[src/rtl/congestion_monitor.sv]
// Main-road queue estimator feeding the junction controller's congestion input.
// Counts loop-sensor edges, raises congestion with hysteresis, and forces a cool-down after a long main GO.
module congestion_monitor #(
  parameter int CNT_W    = 5,
  parameter int HIGH_TH  = 10,
  parameter int LOW_TH   = 4,
  parameter int MAX_HOLD = 64
) (
  input  logic             clock_i,
  input  logic             reset_i,
  input  logic [1:0]       road_state_i,
  input  logic             arrive_sense_i,
  input  logic             depart_sense_i,
  output logic             congestion_o,
  output logic [CNT_W-1:0] queue_count_o,
  output logic             overflow_o,
  output logic             starve_guard_o,
  output logic             violation_o
);

  // state | meaning
  // CLEAR     | queue below raise threshold, no congestion reported
  // CONGESTED | congestion reported, main-GO hold time being measured
  // COOLDOWN  | congestion masked until the side road has been given GO
  typedef enum logic [1:0] {
    ST_CLEAR     = 2'd0,
    ST_CONGESTED = 2'd1,
    ST_COOLDOWN  = 2'd2
  } state_e;

  localparam int               HOLD_W  = $clog2(MAX_HOLD + 1);
  localparam logic [CNT_W-1:0] CNT_MAX = {CNT_W{1'b1}};
  localparam logic [CNT_W-1:0] HIGH_C  = CNT_W'(HIGH_TH);
  localparam logic [CNT_W-1:0] LOW_C   = CNT_W'(LOW_TH);
  localparam logic [HOLD_W-1:0] HOLD_LAST = HOLD_W'(MAX_HOLD - 1);

  localparam logic [1:0] RS_MAIN_GO  = 2'd0;
  localparam logic [1:0] RS_SIDE_GO  = 2'd2;

  logic              arr_d1_q, arr_d2_q;
  logic              dep_d1_q, dep_d2_q;
  logic              arr_evt, dep_evt, dep_ok, main_open;

  logic [CNT_W-1:0]  count_q, count_d;
  logic              ovf_q, ovf_d;
  logic              viol_q, viol_d;
  logic [HOLD_W-1:0] hold_q, hold_d;

  state_e            state_q, state_d;

  // Sensor synchronisation and rising-edge extraction
  always_ff @(posedge clock_i) begin
    if (reset_i) begin
      arr_d1_q <= 1'b0;
      arr_d2_q <= 1'b0;
      dep_d1_q <= 1'b0;
      dep_d2_q <= 1'b0;
    end else begin
      arr_d1_q <= arrive_sense_i;
      arr_d2_q <= arr_d1_q;
      dep_d1_q <= depart_sense_i;
      dep_d2_q <= dep_d1_q;
    end
  end

  assign arr_evt   = arr_d1_q & ~arr_d2_q;
  assign dep_evt   = dep_d1_q & ~dep_d2_q;
  // Codes 0 and 1 both have main-road traffic moving past the stop line
  assign main_open = ~road_state_i[1];
  assign dep_ok    = dep_evt & main_open;

  always_comb begin
    count_d = count_q;
    ovf_d   = ovf_q;
    unique case ({arr_evt, dep_ok})
      2'b10: begin
        if (count_q == CNT_MAX) begin
          ovf_d = 1'b1;
        end else begin
          count_d = count_q + CNT_W'(1);
        end
      end
      2'b01: begin
        if (count_q != '0) begin
          count_d = count_q - CNT_W'(1);
        end
      end
      default: begin
      end
    endcase
  end

  assign viol_d = dep_evt & ~main_open;

  // Hold time is only meaningful inside CONGESTED; zeroing elsewhere gives a clean start on entry
  always_comb begin
    hold_d = hold_q;
    if (state_q != ST_CONGESTED) begin
      hold_d = '0;
    end else if (road_state_i == RS_MAIN_GO) begin
      hold_d = hold_q + HOLD_W'(1);
    end
  end

  always_ff @(posedge clock_i) begin
    if (reset_i) begin
      count_q <= '0;
      ovf_q   <= 1'b0;
      viol_q  <= 1'b0;
      hold_q  <= '0;
    end else begin
      count_q <= count_d;
      ovf_q   <= ovf_d;
      viol_q  <= viol_d;
      hold_q  <= hold_d;
    end
  end

  always_ff @(posedge clock_i) begin
    if (reset_i) begin
      state_q <= ST_CLEAR;
    end else begin
      state_q <= state_d;
    end
  end

  // Decisions use the registered count, so hysteresis lags the counter by one edge
  always_comb begin
    state_d = state_q;
    unique case (state_q)
      ST_CLEAR: begin
        if (count_q >= HIGH_C) begin
          state_d = ST_CONGESTED;
        end
      end
      ST_CONGESTED: begin
        if (count_q <= LOW_C) begin
          state_d = ST_CLEAR;
        end else if ((hold_q == HOLD_LAST) && (road_state_i == RS_MAIN_GO)) begin
          state_d = ST_COOLDOWN;
        end
      end
      ST_COOLDOWN: begin
        if (road_state_i == RS_SIDE_GO) begin
          state_d = ST_CLEAR;
        end
      end
      default: begin
        state_d = ST_CLEAR;
      end
    endcase
  end

  always_comb begin
    congestion_o   = 1'b0;
    starve_guard_o = 1'b0;
    unique case (state_q)
      ST_CONGESTED: congestion_o   = 1'b1;
      ST_COOLDOWN:  starve_guard_o = 1'b1;
      default: begin
      end
    endcase
  end

  assign queue_count_o = count_q;
  assign overflow_o    = ovf_q;
  assign violation_o   = viol_q;

endmodule

[config.mk]
export PLATFORM = sky130hd
export DESIGN_NAME = congestion_monitor
export DESIGN_NICKNAME = d
export VERILOG_FILES = /design/src/rtl/congestion_monitor.sv
export SDC_FILE = /design/constraint.sdc
export NUM_CORES = 1
export LEC_CHECK = 0
export ABC_AREA = 0
export CELL_PAD_IN_SITES_DETAIL_PLACEMENT = 0
export CELL_PAD_IN_SITES_GLOBAL_PLACEMENT = 2
export CORE_UTILIZATION = 25
export DETAILED_ROUTE_END_ITERATION = 6
export GPL_TIMING_DRIVEN = 1
export PLACE_DENSITY_LB_ADDON = 0.1
export SLEW_MARGIN = 10
export SYNTH_ARGS = -nofsm -noshare
export SYNTH_HDL_FRONTEND = slang
export SYNTH_SLANG_ARGS = --single-unit
[constraint.sdc]
create_clock -name clock_i -period 2.3 [get_ports clock_i]
set_input_delay 0.46 -clock clock_i [delete_from_list [all_inputs] [get_ports clock_i]]
set_output_delay 0.46 -clock clock_i [all_outputs]
set_load 0.05 [all_outputs]
Yosys cells after proc, flatten, opt, wreduce, memory -nomap -nowiden
Cells that the tools add are included.
{ "word_totals": {"word_cells": 53, "romBits": 0, "latchBits": 0, "in_bits": 6, "ramBits": 0, "regBits": 20, "mem_count": 0, "output_inout_bits": 9} }
{ "classes": {"div": 0, "bitwise_logic": 7, "shift": 0, "magnitude_cmp": 2, "mux": 10, "reduce_logical": 9, "addsub": 3, "eq_ne": 13, "multipliers": 0} }
{ "op_table": {"columns": ["cell", "count"], "rows": [
  ["$mux 5", 2],
  ["$pmux 5 s2", 1],
  ["$mux 2", 4],
  ["$ne 2x2->1 const B", 4],
  ["$add 7x1->7 const B", 1],
  ["$eq 7x6->1 const B", 1],
  ["$eq 2x2->1 const B", 3],
  ["$pmux 2 s3", 1],
  ["$reduce_and 3->1", 2],
  ["$add 5x1->5 const B", 1],
  ["$eq 5x5->1 const B", 1],
  ["$ge 5x4->1 const B", 1],
  ["$le 5x3->1 const B", 1],
  ["$reduce_bool 5->1", 1],
  ["$sub 5x1->5 const B", 1],
  ["$and 1x1->1", 4],
  ["$eq 2x1->1 const B", 2],
  ["$logic_not 2->1", 2],
  ["$ne 3x3->1 const B", 1],
  ["$not 1->1", 3],
  ["$mux 1", 2],
  ["$ne 2x1->1 const B", 1],
  ["$reduce_and 2->1", 1],
  ["$reduce_bool 2->1", 1],
  ["other kinds (2)", 2]
]} }

Logic depth before layout (Yosys ltp)
{ "logic_depth": {"depth_word": 6, "depth_mapped": 9, "ltp_nobuf": 9} }

Worst setup path before layout
OpenSTA, ideal clock, no wires.
{ "synth_timing": {"kind": "input -> register", "startpoint": "input road_state_i[1]", "endpoint": "register count_q[4], in the netlist queue_count_o[4]", "path_buffers": 0, "setup_time_ns": 0.071, "required_ns": 2.229, "slack_ns": -0.021, "cell_stages": 9, "arrival_time_ns": 2.250, "cell_sequence": "nor3b_4 -> nand2_1 -> xnor2_1 -> ha_1 -> or3_1 -> a21oi_1 -> nor2_1 -> or4_1 -> a21oi_1"} }
{ "synth_via": {"elab_chain_len": 5, "elab_cells_between_ends": 9, "cone_classes": "eq/ne (4); mux (1); bitwise (2); reduce/logical (2)"} }
{ "synth_rtl": {"columns": ["element", "line_no", "rtl"], "rows": [
  ["start, declared", "11", "input logic [1:0] road_state_i,"],
  ["$not 1->1 *", "69", "assign main_open = ~road_state_i[1];"],
  ["$and 1x1->1 *", "70", "assign dep_ok = dep_evt & main_open;"],
  ["$eq 2x1->1 or $eq 2x2->1 (tied branches)", "75", "unique case ({arr_evt, dep_ok})"],
  ["$ne 2x2->1 (no source line) or $reduce_bool 2->1 (tied branches)", null, null],
  ["$reduce_and 3->1 (no source line)", null, null],
  ["end signal, assigned", "112", "count_q <= count_d;"],
  ["end, declared", "44", "logic [CNT_W-1:0] count_q, count_d;"]
]} }
Every way passes the cells marked *; elsewhere a longest branch is shown, timed or not.
A chain may end at the register's enable or synchronous reset.

Final worst setup path
{ "layout_timing": {"startpoint": "register state_q[1]", "endpoint": "output starve_guard_o"} }
{ "layout_via": {"elab_chain_len": 2} }
{ "layout_rtl": {"columns": ["element", "line_no", "rtl"], "rows": [
  ["start, declared", "49", "state_e state_q, state_d;"],
  ["start signal, assigned", "123", "state_q <= state_d;"],
  ["$eq 2x2->1", "157", "unique case (state_q)"],
  ["$mux 1", "157", null],
  ["end, declared", "17", "output logic starve_guard_o,"]
]} }
Every way passes these cells.

==> impl_metrics.csv <==
group,metric,value,unit
floorplan,pin_count,15,
worst_setup_path,critPathLaunchType,"flip-flop",
timing,slew_viol_final,0,
timing,max_clock_freq,472,MHz
cells_and_area,seqCellArea,400,µm²
pwr,p_per_area,570,nW/µm²
worst_setup_path,crit_type,"flip-flop to output port",
worst_setup_path,worst_ep_required_time,1.84,ns
grt,grt_start_max_net_pins,12,
placement,gp_congestion,0.749,
drt,first_pass_iters,3,
grt,grt_pass1_wl,4060,µm
synth,yosys_warnings,0,
cts,cts_buffer_depth,2,
job,cap_violations,0,
cts,clk_pin_slew_worst_paths,0.08,ns
drt,vias_per_cell,4.63,
timing,fin_skew,0.00193,ns
cells_and_area,drive_above_1_share,19.4,%
hold_path,min_path_type,"flip-flop to flip-flop",
timing,setup_viol,0,
placement,dp_hpwl,1690,µm
cts,clk_latency,0.26,ns
worst_setup_path,crit_fanout,4,
cts,cts_tree,"done",
timing,post-route-min-period,2.12,ns
cts,numCtsBuffers,3,
timing,post-route-period-util,92.1,%
floorplan,initial_core_util,26.3,%
synth,synth-edff-count,0,
cells_and_area,area_growth,34.9,%
drt,drc,0,
drt,drtIter0Drc,38,
worst_setup_path,cp.arrival,1.66,ns
synth,postSynthCellCount,111,
pwr,power_leakage,0.000504,µW
timing,slew-limit-headroom,66.6,%
synth,syn_area,971,µm²
synth,synthesis.nets,120,
floorplan,die-area,4140,µm²
floorplan,die_x,64.3,µm
grt,antenna_found_initial,0,
placement,port_buffers,14,
drt,wl,2200,µm
synth,synth.top_cell.area_share,41.2,%
grt,grt-ovfl-total,0,
cts,h-tree-depth,1,
drt,wl_per_cell,11.8,µm
synth,ys.flop_type,"dfxtp_1",
timing,rsz0062_at_grt,"false",
synth,synth_top_area_cell,"dfxtp_1",
synth,ys_seq_area_share,41.2,%
cells_and_area,multi_input_area,561,µm²
synth,ys_async_sr_fraction,0,%
cts,root_buffer,"clkbuf_8",
cells_and_area,layout_common_cells,"20 x dfxtp_1, 13 x nor2_1, 13 x buf_4",
synth,yosys_register_bits,20,
floorplan,fp.dieH,64.3,µm
grt,grtUsageTotal,12.7,%
cells_and_area,post-route-util,35.5,%
timing,hold-worst-slack,0.476,ns
cells_and_area,diodes,0,
cts,cts_sinks,20,
timing,finalHoldViolations,0,
pwr,ir_worst_vdd,206,µV
cells_and_area,final_nets,149,
drt,vias,865,
grt,grt_pass1_vias,918,
floorplan,core_area,3690,µm²
synth,syn_avg_cell_area,8.75,µm²
worst_setup_path,worst_setup_path_end_kind,"output port",
floorplan,num_rows,22,
cells_and_area,final_common_cell,"dfxtp_1",
timing,worst_slew_pin_slew,0.500,ns
synth,ys_top_cells_by_area,"dfxtp_1 41%, nor2_1 5.0%, nor2b_1 4.5%",
drt,drtAntennaViolNets,0,
run_status,status,"finished clean",
synth,ys_types,34,
cells_and_area,fill_cells,413,
## routing by layer
metal | part of all wire [%] | up-vias | global-route usage [%]
met2 | 51 | 7 | 22.4
li1 | - | 447 | -
met1 | 45 | 407 | 14.9
met5 | 0 | - | 0
met3 | 1.7 | 4 | 2.14
met4 | 1.5 | 0 | 5.83
## Yosys cell counts (3+ instances only)
cell type and count:
o21ai_0 6, a21oi_1 8, nor2b_1 7, nand2_1 9, xor2_1 3, inv_1 3, ha_1 3, xnor2_1 3
nor2_1 13, nor3_1 4, dfxtp_1 20, or3_1 4, nand4_1 3
## worst paths after layout
check        startpoint               end  slack, ns  cells after the start
min            arr_d1_q          arr_d2_q       0.48                      1
max          state_q[1]    starve_guard_o       0.18                      2
min reg2reg    arr_d1_q          arr_d2_q       0.48                      1
max reg2reg    dep_d2_q  queue_count_o[4]       0.23                      9
## cell type report
class	instances	area share [%]
well taps	48	4.58
multi-input cells	86	42.8
clock buffers	4	4.20
inverters	3	0.860
flip-flops and latches	20	30.6
repair buffers	26	17.0
## flip-flops by register name, summed over array words and instances, names as in the netlist
signal,count
arr_d1_q,1
arr_d2_q,1
dep_d1_q,1
dep_d2_q,1
hold_q,7
overflow_o,1
queue_count_o,5
state_q,2
violation_o,1
## metrics by stage
stage	cells	setup slack [ns]	total power (µW)	instance area (µm²)	TNS (ns)
floorplan	111	0.0274	440	973	0
global placement	182	-0.404	481	1240	-0.541
detailed placement	182	-0.452	480	1240	-0.667
CTS	187	0.0514	755	1300	0
global route	187	0.0601	785	1310	0
finish	187	0.182	747	1310	0
## report_power, final
group / internal (µW) / switching, µW / total (µW)
clock: 152 / 121 / 273
sequential: 355 / 12.5 / 367
combinational: 51.0 / 55.2 / 106
total: 558 / 189 / 747
## timing repair
item | 4_1_cts | 5_1_grt
gates resized for setup | 1 | 6
hold buffers | 0 | 0
endpoints found under the setup margin | 1 | 1
buffers inserted | 1 | 0
pin swaps | 1 | 2
## logic make-up after synthesis
logic type	after synthesis	share of synthesized area [%]
fa+ha+maj	3	3.87
buf+inv	5	2.71
mux	2	2.06
simple gates	51	28.7
flops	20	41.2
compound gates	24	16.0
xor+xnor	6	5.41
## worst max-delay path: stages, from the launching register on
cell and delay, ns:
dfxtp_1 0.37, nor2b_1 0.20, clkdlybuf4s50_1 0.83
(Power assumes the default switching activity.)
